`src/rtl/rv32i_fetch_pkg.sv`:
```
// Shared types and constants for the RV32I fetch stage.
package rv32i_fetch_pkg;

    typedef enum logic [1:0] {
        PC_SEQ  = 2'd0,
        PC_TGT  = 2'd1,
        PC_JALR = 2'd2,
        PC_RSVD = 2'd3
    } pc_sel_e;

    typedef enum logic [1:0] {
        FETCH = 2'd0,
        HOLD  = 2'd1,
        FAULT = 2'd2
    } fetch_state_e;

    localparam logic [31:0] NOP_INSTR = 32'h0000_0013;

    function automatic logic is_word_aligned(input logic [31:0] addr);
        return addr[1:0] == 2'b00;
    endfunction

endpackage

```
`src/rtl/instr_fetch_unit_if.sv`:
```
// Fetch-stage signal bundle between control unit / ROM and the fetch unit.
interface instr_fetch_unit_if;
    logic        fetch_en;
    logic        pc_update;
    logic [1:0]  pc_sel;
    logic [31:0] pc_target;
    logic [31:0] instr_addr;
    logic [31:0] instr_data;
    logic [31:0] ir;
    logic [31:0] ir_pc;
    logic [31:0] ir_pc_plus4;
    logic        ir_valid;
    logic        misalign_err;
    logic        range_err;
    logic [31:0] retired_cnt;

    modport master (
        output fetch_en, pc_update, pc_sel, pc_target, instr_data,
        input  instr_addr, ir, ir_pc, ir_pc_plus4, ir_valid,
               misalign_err, range_err, retired_cnt
    );

    modport slave (
        input  fetch_en, pc_update, pc_sel, pc_target, instr_data,
        output instr_addr, ir, ir_pc, ir_pc_plus4, ir_valid,
               misalign_err, range_err, retired_cnt
    );
endinterface

```
`src/rtl/fetch_next_pc.sv`:
```
// Next-PC selection and alignment check; purely combinational.
module fetch_next_pc
    import rv32i_fetch_pkg::*;
(
    input  logic [31:0] pc,
    input  pc_sel_e     pc_sel,
    input  logic [31:0] pc_target,
    output logic [31:0] next_pc,
    output logic        misaligned
);

    always_comb begin
        next_pc = pc + 32'd4;
        case (pc_sel)
            PC_TGT:  next_pc = pc_target;
            // jalr drops bit 0 before the alignment check, so odd targets can still be legal
            PC_JALR: next_pc = pc_target & ~32'd1;
            default: next_pc = pc + 32'd4;
        endcase
    end

    assign misaligned = !is_word_aligned(next_pc);

endmodule

```
`src/rtl/instr_fetch_unit.sv`:
```
// Fetch stage: PC register, instruction register, fetch FSM and retire counter.
//
// state | meaning
// FETCH | PC drives ROM; capture word into ir when fetch_en, or trap out-of-range PC
// HOLD  | ir stable for decode/execute; pc_update retires and selects next PC
// FAULT | misaligned or out-of-range fetch; terminal until reset
module instr_fetch_unit
    import rv32i_fetch_pkg::*;
#(
    parameter logic [31:0] RESET_PC  = 32'h0000_0000,
    parameter int unsigned ROM_DEPTH = 256
) (
    input logic               clk,
    input logic               reset,
    instr_fetch_unit_if.slave bus
);

    localparam logic [31:0] PC_LIMIT = 32'(ROM_DEPTH * 4);

    fetch_state_e state, state_nxt;

    logic [31:0] pc;
    logic [31:0] ir;
    logic [31:0] ir_pc;
    logic        ir_valid;
    logic        misalign_err;
    logic        range_err;
    logic [31:0] retired_cnt;

    logic [31:0] next_pc;
    logic        next_misaligned;
    logic        pc_out_of_range;

    logic ir_load;
    logic pc_load;
    logic retire;
    logic set_misalign;
    logic set_range;
    logic drop_valid;

    fetch_next_pc u_next_pc (
        .pc         (pc),
        .pc_sel     (pc_sel_e'(bus.pc_sel)),
        .pc_target  (bus.pc_target),
        .next_pc    (next_pc),
        .misaligned (next_misaligned)
    );

    assign pc_out_of_range = pc >= PC_LIMIT;

    always_ff @(posedge clk or negedge reset) begin
        if (!reset) begin
            state <= FETCH;
        end else begin
            state <= state_nxt;
        end
    end

    always_comb begin
        state_nxt    = state;
        ir_load      = 1'b0;
        pc_load      = 1'b0;
        retire       = 1'b0;
        set_misalign = 1'b0;
        set_range    = 1'b0;
        drop_valid   = 1'b0;
        case (state)
            FETCH: begin
                if (pc_out_of_range) begin
                    set_range = 1'b1;
                    state_nxt = FAULT;
                end else if (bus.fetch_en) begin
                    ir_load   = 1'b1;
                    state_nxt = HOLD;
                end
            end
            HOLD: begin
                if (bus.pc_update) begin
                    // a faulting instruction still counts as retired
                    retire     = 1'b1;
                    drop_valid = 1'b1;
                    if (next_misaligned) begin
                        set_misalign = 1'b1;
                        state_nxt    = FAULT;
                    end else begin
                        pc_load   = 1'b1;
                        state_nxt = FETCH;
                    end
                end
            end
            FAULT:   state_nxt = FAULT;
            default: state_nxt = FAULT;
        endcase
    end

    always_ff @(posedge clk or negedge reset) begin
        if (!reset) begin
            pc           <= RESET_PC;
            ir           <= NOP_INSTR;
            ir_pc        <= RESET_PC;
            ir_valid     <= 1'b0;
            misalign_err <= 1'b0;
            range_err    <= 1'b0;
            retired_cnt  <= 32'd0;
        end else begin
            if (ir_load) begin
                ir       <= bus.instr_data;
                ir_pc    <= pc;
                ir_valid <= 1'b1;
            end else if (drop_valid) begin
                ir_valid <= 1'b0;
            end
            if (pc_load) begin
                pc <= next_pc;
            end
            if (retire) begin
                retired_cnt <= retired_cnt + 32'd1;
            end
            if (set_misalign) begin
                misalign_err <= 1'b1;
            end
            if (set_range) begin
                range_err <= 1'b1;
            end
        end
    end

    assign bus.instr_addr   = pc;
    assign bus.ir           = ir;
    assign bus.ir_pc        = ir_pc;
    assign bus.ir_pc_plus4  = ir_pc + 32'd4;
    assign bus.ir_valid     = ir_valid;
    assign bus.misalign_err = misalign_err;
    assign bus.range_err    = range_err;
    assign bus.retired_cnt  = retired_cnt;

endmodule
```
`src/flat_wrapper.sv`:
```
// flat-port wrapper written by rule: the top's interface ports become plain ports
module instr_fetch_unit_flat import rv32i_fetch_pkg::*;
#(
    parameter logic [31:0] RESET_PC  = 32'h0000_0000,
    parameter int unsigned ROM_DEPTH = 256
)
  (clk, reset, bus_fetch_en, bus_pc_update, bus_pc_sel, bus_pc_target, bus_instr_data, bus_instr_addr, bus_ir, bus_ir_pc, bus_ir_pc_plus4, bus_ir_valid, bus_misalign_err, bus_range_err, bus_retired_cnt);
  instr_fetch_unit_if bus_i ();
  input logic clk;
  input logic reset;
  input wire logic [$bits(bus_i.fetch_en)-1:0] bus_fetch_en;
  input wire logic [$bits(bus_i.pc_update)-1:0] bus_pc_update;
  input wire logic [$bits(bus_i.pc_sel)-1:0] bus_pc_sel;
  input wire logic [$bits(bus_i.pc_target)-1:0] bus_pc_target;
  input wire logic [$bits(bus_i.instr_data)-1:0] bus_instr_data;
  output wire logic [$bits(bus_i.instr_addr)-1:0] bus_instr_addr;
  output wire logic [$bits(bus_i.ir)-1:0] bus_ir;
  output wire logic [$bits(bus_i.ir_pc)-1:0] bus_ir_pc;
  output wire logic [$bits(bus_i.ir_pc_plus4)-1:0] bus_ir_pc_plus4;
  output wire logic [$bits(bus_i.ir_valid)-1:0] bus_ir_valid;
  output wire logic [$bits(bus_i.misalign_err)-1:0] bus_misalign_err;
  output wire logic [$bits(bus_i.range_err)-1:0] bus_range_err;
  output wire logic [$bits(bus_i.retired_cnt)-1:0] bus_retired_cnt;
  assign bus_i.fetch_en = bus_fetch_en;
  assign bus_i.pc_update = bus_pc_update;
  assign bus_i.pc_sel = bus_pc_sel;
  assign bus_i.pc_target = bus_pc_target;
  assign bus_i.instr_data = bus_instr_data;
  assign bus_instr_addr = bus_i.instr_addr;
  assign bus_ir = bus_i.ir;
  assign bus_ir_pc = bus_i.ir_pc;
  assign bus_ir_pc_plus4 = bus_i.ir_pc_plus4;
  assign bus_ir_valid = bus_i.ir_valid;
  assign bus_misalign_err = bus_i.misalign_err;
  assign bus_range_err = bus_i.range_err;
  assign bus_retired_cnt = bus_i.retired_cnt;
  instr_fetch_unit #(.RESET_PC(RESET_PC), .ROM_DEPTH(ROM_DEPTH)) u_core (.clk(clk), .reset(reset), .bus(bus_i));
endmodule
```
`config.mk`:
```
export PLATFORM = sky130hd
export DESIGN_NAME = instr_fetch_unit_flat
export DESIGN_NICKNAME = d
export VERILOG_FILES = /design/src/rtl/rv32i_fetch_pkg.sv /design/src/rtl/instr_fetch_unit_if.sv /design/src/rtl/fetch_next_pc.sv /design/src/rtl/instr_fetch_unit.sv /design/src/flat_wrapper.sv
export SDC_FILE = /design/constraint.sdc
export NUM_CORES = 1
export LEC_CHECK = 0
export CAP_MARGIN = 25
export CORE_MARGIN = 3
export CORE_UTILIZATION = 41
export CTS_CLUSTER_DIAMETER = 80
export DETAILED_ROUTE_END_ITERATION = 10
export GPL_ROUTABILITY_DRIVEN = 0
export PLACE_DENSITY = 0.77
export SYNTH_ARGS = -nofsm -noshare
export SYNTH_HDL_FRONTEND = slang
export SYNTH_SLANG_ARGS = --single-unit
```
`constraint.sdc`:
```
create_clock -name clk -period 1.95 [get_ports clk]
set_input_delay 0.39 -clock clk [delete_from_list [all_inputs] [get_ports clk]]
set_output_delay 0.39 -clock clk [all_outputs]
set_load 0.005 [all_outputs]
```
== Yosys cells after proc, flatten, opt, wreduce, memory -nomap -nowiden ==
Cells that the tools add are included.
Cells by class
  equal/unequal tests: 5
  add/sub/neg operators: 3
  order comparisons: 1
  mux-type cells: 21
  reduce and logical (&&, ||, !) cells: 4
Operators with widths (count)
  $add 32x3->32 const B: 2
  $pmux 32 s2: 1
  $add 32x1->32 const B: 1
  $ge 32x11->1 const B: 1
  $mux 1: 15
  $mux 2: 4
  $eq 2x1->1 const B: 2
  $logic_not 2->1: 2
  $pmux 2 s2: 1
  $ne 3x2->1 const B: 1
  $eq 2x2->1 const B: 1
  $ne 2x2->1 const B: 1
  $reduce_and 2->1: 1
  $reduce_bool 2->1: 1
Storage, ports and cells
  word-level logic and storage cells: 42
  output and inout bits: 163
  flip-flop bits (word level): 133

== Logic depth before layout (Yosys ltp) ==
Gate-level depths: netlist of run 1.
  depth in word-level cells: 6
  gate-level depth with buffers: 9
  gate-level depth less buffers: 7

== By module ==
Synthesis of run 1 repeated with hierarchy kept, for this count alone.
Unflattened totals
  cells, all modules: 645
  area total of the unflattened synthesis: 7006.7 sq um
Modules (own cells, without submodules)
  instr_fetch_unit: instances 1, cells each 452, area each 5796.8 sq um
  fetch_next_pc: instances 1, cells each 193, area each 1209.9 sq um

== Worst setup path before layout of run 1 ==
Ideal clock, no wire load.
  path kind: flip-flop to flip-flop
  start point: register u_core.pc[19], in the netlist u_core.bus.instr_addr[19]
  end point: register u_core.ir_pc[7], in the netlist u_core.bus.ir_pc[7]
  slack: -0.226 ns
  library setup time: 0.128 ns
  data required time: 1.822 ns
  clock period less this slack: 2.176 ns
  stages on the path, launching flop included: 7
  data arrival time: 2.048 ns
  buffers on the path: 2
  cells stage by stage: dfrtp_1 or4_1 nor4_2 and3_2 buf_6 buf_6 mux2_1
Between the ends
  word-level cells in the longest chain between the ends: 3
Ends and longest elaborated chain
  start: declaration: line instr_fetch_unit.sv:22  | logic [31:0] pc;
  start signal: assignment: line instr_fetch_unit.sv:114  | pc <= next_pc;
  $ge 32x11->1: line instr_fetch_unit.sv:49  | assign pc_out_of_range = pc >= PC_LIMIT;
  $mux 1: line instr_fetch_unit.sv:69  | if (pc_out_of_range) begin
  $mux 1: line instr_fetch_unit.sv:67  | case (state)
  end signal: assignment: line instr_fetch_unit.sv:108  | ir_pc <= pc;
  end: declaration: line instr_fetch_unit.sv:24  | logic [31:0] ir_pc;
Every way passes these cells.
A chain may end at the register's enable or synchronous reset.

== Worst setup path in the final report of run 1 ==
  start point: register u_core.ir_pc[6], in the netlist u_core.bus.ir_pc[6]
  end point: output port bus_ir_pc_plus4[31]
Between the ends
  word-level cells in the longest chain between the ends: 1
Ends and longest elaborated chain
  $add 32x3->32: line instr_fetch_unit.sv:131  | assign bus.ir_pc_plus4 = ir_pc + 32'd4;
  end: declaration: line flat_wrapper.sv:19  | output wire logic [$bits(bus_i.ir_pc_plus4)-1:0] bus_ir_pc_plus4;
Every way passes these cells.

==> summary.md, run 1 <==
The run finished, with violations left. The checks that failed: setup timing. For the part of the power in combinational logic, the log shows 5.8%.

The number of clock sinks is 133, and the transition at the pin with the smallest max-transition slack is 487.9 ps. The initial standard-cell utilization of the core was 42.59%; the maximum fanout along the worst path was 4. In this run the tool buffered the top-level ports with 232 buffer cells. The starting DRC count in detailed routing was 365; the number of antenna violations at the first check in global routing was 0. The floorplan step defined a core boundary enclosing 15,430 µm². Buffers inserted during clock tree synthesis total 17.

The path class of the tightest hold or removal check is input port to async pin. The worst setup path is launched from a flip-flop. In this run the power spent charging and discharging nets is 1.423 mW. Hold timing on the final database bottoms out at a slack of 378.6 ps.

The synthesized netlist devotes 7.865% of its cell area to XOR and XNOR gates. The worst-case IR drop observed on VDD is 0.5704 mV. The mapped netlist covers 6570 µm². The number of nets in the synthesized netlist is 700.

Counting flops with a built-in enable in the synthesized netlist gives 0. Sequential cells were found to cover 50.71% of the synthesized design area. The global-route wire length before repair was 36,240 µm; the first-pass iteration count of the detailed router was 5. The tools report the smallest setup slack after layout as -675.0 ps. The floorplan step set the die height to 132.6 µm.

The kind of capture point of the worst setup path was an output port. Critical path data arrival time: 2240 ps. The aggregate global routing overflow is 0. After routing the design area is 11,610 µm². The HPWL after detailed placement is 15,100 µm.

The share of the clock period used by the worst path is 134.6%. Counting flops with an async set or reset pin after synthesis yields a share of 100.0%. The startpoint-to-endpoint class of the critical path is flip-flop to output port. Number of global-route vias before repair: 6,874. Max-cap violations in this run came to 0. In the global route stage, overall resource usage came out at 25.49%.

The leakage power summed over all cells was 5.399 nW. Sequential cells burn 43.8% of the power. Setup repair after global routing could not meet its margin everywhere.

The pin count of the biggest net entering global routing is 78, and the post-synthesis cell type count is 53. The share of synthesized cell area in full adder, half adder and majority cells is 1.143%, and the mean number of vias per cell is 5.367. Measured against its own limit, the worst slew margin works out to 67.39%. The most frequently used flop master after synthesis was sky130_fd_sc_hd__dfrtp_1.

The run gives 233 as the total I/O pin count. The power consumption was 6.300 mW; the number of nets in the layout was 1,088. The logs give 0 for the total of warnings raised by yosys and 50.4% for the clock network power share. The post-route netlist has 34.54% of its cells at a drive strength greater than 1. The proportion of synthesized area in mux cells was 8.246%. The average wire per cell in the routed design was 18.65 µm.

The die is 132.6 µm wide. The highest clock frequency the design can meet is 0.3810 GHz, and the buffer levels on the longest clock path is 2. TritonCTS built the clock tree.

The routed wire length was 23,050 µm; the number of remaining DRC errors was 0. In the synthesized netlist, the number of instances is 624. The number of antenna diodes was 0; the power per unit of standard cell area was 542.5 nW/µm². Once detail routing completed, the nets flagged for antenna violations numbered 0.

In this run the mean area of a mapped cell was 10.53 µm². The clock transition at the registers of the reported paths came out at 60 ps. The fraction of power spent switching nets is 22.58%, and the complex-gate fraction of the synthesized area is 9.560%.

The clock period minus worst slack is 2625 ps. Adding up every negative setup slack in the final design gives -29,410 ps. For the final database, setup skew stands at 9.807 ps.

Synthesis-stage register bit count: 133. Data on the critical path is required at its endpoint by 1560 ps. Cell internal power was estimated by the tool at 4.878 mW. By area, the combinational part of the netlist is dominated by simple AND/OR/NAND/NOR gates. The deepest level of the CTS H-tree was 4; the total die area was 17,580 µm². The number of placement rows was 45; the area growth from synthesis to final layout was 76.77%.

The clock latency reported for the late side of the worst-skew pair came out at 420 ps. The logs give 88 for the final count of negative-setup-slack endpoints and 0 for the hold violation total from the final report. The run gives 0 as the number of max-slew violations in the final report. The placed instances occupy a cell area of 10,080 µm². Of the total synthesized cell area, the portion taken by AND, OR, NAND and NOR gates is 18.82%. The root buffer cell chosen for the clock tree is sky130_fd_sc_hd__clkbuf_16.

The total number of vias is 6,634.
synthesized netlist by cell type, types with 2 or more instances:
master	n	share of area (%)
sky130_fd_sc_hd__nand2_1	53	3.0
sky130_fd_sc_hd__mux2_4	10	2.3
sky130_fd_sc_hd__nand4_1	25	2.4
sky130_fd_sc_hd__and3_1	12	1.1
sky130_fd_sc_hd__dfstp_2	3	1.2
sky130_fd_sc_hd__nor3_1	11	0.84
sky130_fd_sc_hd__buf_2	2	0.15
sky130_fd_sc_hd__a21oi_1	34	2.6
sky130_fd_sc_hd__clkbuf_1	22	1.3
sky130_fd_sc_hd__a32oi_1	2	0.27
sky130_fd_sc_hd__mux2_1	5	0.86
sky130_fd_sc_hd__nor4_1	10	0.95
sky130_fd_sc_hd__or2_2	3	0.29
sky130_fd_sc_hd__nor2_1	32	1.8
sky130_fd_sc_hd__a31oi_1	2	0.19
sky130_fd_sc_hd__a21o_1	10	1.1
sky130_fd_sc_hd__buf_4	5	0.57
sky130_fd_sc_hd__xnor2_1	42	5.6
sky130_fd_sc_hd__or3_1	4	0.38
sky130_fd_sc_hd__a221oi_1	5	0.67
sky130_fd_sc_hd__buf_6	2	0.34
sky130_fd_sc_hd__ha_1	6	1.1
sky130_fd_sc_hd__mux2_2	28	4.8
sky130_fd_sc_hd__and4_1	10	1.3
sky130_fd_sc_hd__and2_1	3	0.29
sky130_fd_sc_hd__nor2b_1	23	2.2
sky130_fd_sc_hd__nand3_1	35	2.7
sky130_fd_sc_hd__or4_1	3	0.34
sky130_fd_sc_hd__nor4b_1	2	0.27
sky130_fd_sc_hd__inv_1	18	1.0
sky130_fd_sc_hd__o31ai_1	9	1.0
sky130_fd_sc_hd__o211ai_1	2	0.23
sky130_fd_sc_hd__o21ai_0	19	1.4
sky130_fd_sc_hd__dfrtp_1	130	50
sky130_fd_sc_hd__o22ai_1	2	0.19
sky130_fd_sc_hd__mux2i_1	2	0.30
sky130_fd_sc_hd__a22o_1	6	0.80
sky130_fd_sc_hd__xor2_1	17	2.3
per-layer routing:
metal | track usage [%] | wire [µm]
met1 | 32.15 | 9418
met2 | 44.24 | 11830
met3 | 5.057 | 1326
met4 | 7.968 | 474
met5 | 0 | 0
area by class of cell:
cell class	count	area, µm²
clock inverters	14	151.4
clock buffers	18	439.2
flip-flops and latches	133	3333
multi-input cells	441	3560
repair buffers	401	3799
fillers	1006	3814
well taps	211	264.0
inverters	18	67.56
critical path, stage by stage, from the launching register on:
cell	delay, ps
sky130_fd_sc_hd__dfrtp_1	350
sky130_fd_sc_hd__and4_4	230
sky130_fd_sc_hd__nand4_1	260
sky130_fd_sc_hd__nor3_2	280
sky130_fd_sc_hd__buf_4	180
sky130_fd_sc_hd__buf_6	100
sky130_fd_sc_hd__nand4_1	110
sky130_fd_sc_hd__xnor2_1	170
sky130_fd_sc_hd__buf_2	140
placed cells by master, fill, tap and decap left out, types with 14 or more instances in the layout:
cell type | Yosys | final
sky130_fd_sc_hd__dfrtp_1 | 130 | 129
sky130_fd_sc_hd__buf_12 | 1 | 14
sky130_fd_sc_hd__nand2_1 | 53 | 49
sky130_fd_sc_hd__clkdlybuf4s50_1 | 0 | 199
sky130_fd_sc_hd__buf_6 | 2 | 22
sky130_fd_sc_hd__a21oi_1 | 34 | 33
sky130_fd_sc_hd__inv_1 | 18 | 17
sky130_fd_sc_hd__o21ai_0 | 19 | 19
sky130_fd_sc_hd__nand3_1 | 35 | 26
sky130_fd_sc_hd__clkbuf_16 | 0 | 18
sky130_fd_sc_hd__nand4_1 | 25 | 25
sky130_fd_sc_hd__mux2_4 | 10 | 41
sky130_fd_sc_hd__buf_4 | 5 | 126
sky130_fd_sc_hd__xor2_1 | 17 | 16
sky130_fd_sc_hd__nor2_1 | 32 | 25
sky130_fd_sc_hd__xnor2_1 | 42 | 35
sky130_fd_sc_hd__buf_2 | 2 | 28
sequential cells by signal (all words and copies together) (netlist names):
register and cells:
u_core.state 2, u_core.bus.ir 32, u_core.bus.range_err 1, u_core.bus.misalign_err 1, u_core.bus.ir_valid 1, u_core.bus.instr_addr 32
u_core.bus.ir_pc 32, u_core.bus.retired_cnt 32
power by group through the flow:
stage,combinational (mW),sequential [mW],clock [mW]
after floorplan,0.0864,2.81,0
after global placement,0.342,2.81,0
after detailed placement,0.346,2.81,0
after CTS,0.361,2.76,3.22
after global routing,0.399,2.76,3.35
final,0.366,2.76,3.17
per-stage QoR:
stage | setup slack, ps | utilization, % | instances
3_3_place_gp | -489.3 | 65.34 | 1168
5_1_grt | -771.6 | 75.28 | 1236
3_5_place_dp | -555.2 | 65.34 | 1168
4_1_cts | -499.3 | 73.97 | 1235
6_report | -675.0 | 75.28 | 1236
2_1_floorplan | -145.2 | - | 624
final timing paths:
path | startpoint | end | slack, ps | depth (start not counted)
setup reg to reg | u_core.bus.instr_addr[24] | u_core.bus.ir[31] | -410 | 9
max in group asynchronous | reset | u_core.bus.instr_addr[27] | 930 | 3
hold reg to reg | u_core.bus.retired_cnt[31] | u_core.bus.retired_cnt[31] | 470 | 1
hold / removal | reset | u_core.bus.ir_pc[13] | 380 | 2
setup / recovery | u_core.bus.ir_pc[6] | bus_ir_pc_plus4[31] | -680 | 8
min in group clk | u_core.bus.retired_cnt[31] | u_core.bus.retired_cnt[31] | 470 | 1
repair_timing:
item | CTS | global route
pin swaps | 31 | 35
endpoints found under the setup margin | 116 | 126
hold endpoints to repair | 9 | 0
gates resized for setup | 218 | 75
hold buffers | 1 | 0
setup buffers | 30 | 12
gates cloned | 5 | 1
cells by family (layout without fill, tap and decap cells):
| logic type | count (synthesis) | count (layout) |
|---|---|---|
| buffers and inverters | 50 | 451 |
| AO/OA/AOI/OAI | 98 | 98 |
| multiplexers | 45 | 45 |
| AND/OR/NAND/NOR | 233 | 233 |
| flip-flops | 133 | 133 |
| adder cells (fa/ha/maj) | 6 | 6 |
| XOR/XNOR | 59 | 59 |
Power figures use the tool's default switching activity.
==> inputs of run 2 (changes only) <==
--- a/config.mk
+++ b/config.mk
@@ -7,11 +7,10 @@
 export LEC_CHECK = 0
 export CAP_MARGIN = 25
 export CORE_MARGIN = 3
-export CORE_UTILIZATION = 41
+export CORE_UTILIZATION = 30
 export CTS_CLUSTER_DIAMETER = 80
 export DETAILED_ROUTE_END_ITERATION = 10
 export GPL_ROUTABILITY_DRIVEN = 0
-export PLACE_DENSITY = 0.77
 export SYNTH_ARGS = -nofsm -noshare
 export SYNTH_HDL_FRONTEND = slang
 export SYNTH_SLANG_ARGS = --single-unit
==> run 2 against run 1 <==
The flow still finishes with violations (setup timing); critical path depth unchanged; flip-flop and latch count unchanged; register-to-register slack better by 60 ps; sequential power about the same; combinational power up 7.1%; via count down 4.8%; clock power about the same; sequential share of layout area up 0.054 points; clock skew down 1.1 ps; critical path type unchanged.
==> summary.md, run 2 (synthesis gave the netlist of run 1 again) <==
The run finished, with violations left. The checks that failed: setup timing. Total I/O pin count: 233.

The kind of cell adding the most delay to the critical path was simple AND/OR/NAND/NOR gates. Leaving out fill and tap cells, the most frequent cell in the layout is sky130_fd_sc_hd__clkdlybuf4s50_1. The maximum fanout along the worst path was 6. The transition at the pin with the smallest max-transition slack is 542.8 ps, and the total of max-cap violations is 0. The power consumption is 6.337 mW. The maximum vdd ir drop was 0.4735 mV.

Before antenna repair, the detailed router went through 5 iterations. The width of the die is 154.0 µm, and the critical path required time is 1560 ps. The smallest setup slack after layout is -436.1 ps, and the ratio of cells with drive above 1 in the final layout is 32.33%.

Input and output buffers added on the ports amount to 232. For the routed wire length, the log shows 21,970 µm. The logs give 8.714 ps for the final clock skew and 0 for the number of nets still failing antenna checks after routing. Counting buffers and inverters, the worst setup path is 8 cells deep. The number of global-route vias before repair came out at 6,341.

The placeable core region came out at 21,290 µm². The die is 154.0 µm tall. For this design the ratio of total power to cell area is 546.8 nW/µm². The clock passes through at most 2 buffers. The worst path needs 2386 ps of the cycle, external delays included.

The initial utilization of the core area, before any placement, comes to 30.86%. For the worst-skew pair, the clock arrives at the later sink with an insertion delay of 410 ps. The min-delay analysis places its worst path in the category input port to async pin. At the placement stage, the worst setup path has a slack of -616.3 ps. By instance count, the cell type seen most on the critical path is sky130_fd_sc_hd__nand4_1. Setup violations remaining at the end of the flow were counted as 87. Together, buffers and inverters on the worst path number 3.

Number of clock sinks: 133. For this design, the slowest cell found on the critical path is sky130_fd_sc_hd__dfrtp_1. The hold violation total from the final report is 0, and the post-placement cell count is 1,239. The tools report the aggregate global routing overflow as 0. The number of antenna violations at the first check in global routing was 0. After detailed routing, the average wire length per cell comes to 16.88 µm.

The share of the clock period used by the worst path was 122.4%; the number of placement rows was 53. The number of max-slew violations in the final report was 0; the number of antenna diodes was 0. Once placement finished, the instance area stood at 10,240 µm². The worst setup path is captured at an output port. The H-tree was split into 4 levels.

Starting DRC count in detailed routing: 275. The final instance count without filler cells is 1,302. The logs give 0 for the number of remaining DRC errors and 17 for the number of buffers created by CTS.

The first global-routing pass estimated 34,960 µm of wire. The logs give 1,090 for the number of nets in the layout and 54.43% for the post-route core utilization. The worst setup path is launched from a flip-flop.

Setup repair after global routing could not meet its margin everywhere. The signal on the critical path passes through and4_4, nand4_1, buf_6, nor3_2, buf_4, nand4_1, xnor2_1, buf_2. The final design area excluding fillers was 11,590 µm². The highest cell delay on the worst timing path was 350 ps; the critical path data arrival time was 2000 ps. Across all hold checks on the routed design, the worst slack comes to 454.4 ps.

The depth of the worst register-to-register path came out at 7. TritonCTS built the clock tree. CTS placed an instance of sky130_fd_sc_hd__clkbuf_16 at the clock tree root. The pin count of the biggest net entering global routing is 38. Global-route total usage across every layer: 18.16%. The library cells used most frequently in the layout, excluding fill and tap cells, are 197 x sky130_fd_sc_hd__clkdlybuf4s50_1, 132 x sky130_fd_sc_hd__buf_4, 130 x sky130_fd_sc_hd__dfrtp_1. For the total negative setup slack, the log shows -22,770 ps. In this run the static leakage power is 5.411 nW.

For this block, the via count after detailed routing is 6,318. Using the TritonRoute via totals, the vias-per-cell ratio works out to 4.853. After clock tree synthesis, the clock-pin slew on the worst setup and hold paths is 60 ps.

The HPWL after detailed placement is 15,750 µm. Startpoint-to-endpoint class of the critical path: flip-flop to output port. The area growth from synthesis to layout is 76.37%. The normalized max-slew margin is 63.48%, and the total die area is 23,710 µm². Static timing analysis puts the maximum clock frequency at 0.4191 GHz.
## run 2: changes by cell type in the layout (fill, tap and decap cells not counted), moves of 3 or more
cell and delta:
sky130_fd_sc_hd__nor2b_4 -5, sky130_fd_sc_hd__and4_4 -3, sky130_fd_sc_hd__buf_12 -3, sky130_fd_sc_hd__nand3_2 -4, sky130_fd_sc_hd__buf_4 +6, sky130_fd_sc_hd__nand3_1 +3, sky130_fd_sc_hd__nor2_2 -3, sky130_fd_sc_hd__nor2b_1 +7
## run 2: per-layer routing
metal	routed length, µm	track usage, %	part of all wire (%)	vias to the layer above
met1	9763	25.12	44	3068
met2	10730	29.55	49	195
met5	0	0	0	-
met3	1116	3.152	5.1	28
li1	-	-	-	3027
met4	363	4.794	1.7	0
## run 2: cell type report
class / instances / area, µm²
Clock buffer: 19 / 432.9
Clock inverter: 13 / 150.1
Fill cell: 1823 / 9699
Inverter: 18 / 67.56
Multi-Input combinational cell: 442 / 3488
Sequential cell: 133 / 3332
Tap cell: 275 / 344.1
Timing Repair Buffer: 402 / 3772
## run 2: timing repair
action	CTS	global route
gates resized for setup	199	61
cloned	4	2
hold endpoints to repair	30	0
pin swaps	32	20
endpoints found under the setup margin	127	121
hold buffers	1	0
setup buffers	21	14
## run 2: path summary, 6_finish.rpt
check,start,to,slack [ps]
max in group asynchronous,reset,u_core.bus.retired_cnt[3],900
max reg2reg,u_core.bus.instr_addr[14],u_core.bus.ir[18],-350
max,u_core.bus.ir_pc[4],bus_ir_pc_plus4[31],-440
min in group clk,u_core.bus.retired_cnt[25],u_core.bus.retired_cnt[25],480
min,reset,u_core.bus.ir_pc[20],450
min reg2reg,u_core.bus.retired_cnt[25],u_core.bus.retired_cnt[25],480
## run 2: report_power, final
part | switching [mW] | total (mW) | internal, mW
logic | 0.185 | 0.392 | 0.207
clock network | 1.28 | 3.18 | 1.90
registers | 0 | 2.76 | 2.76
total | 1.47 | 6.34 | 4.87
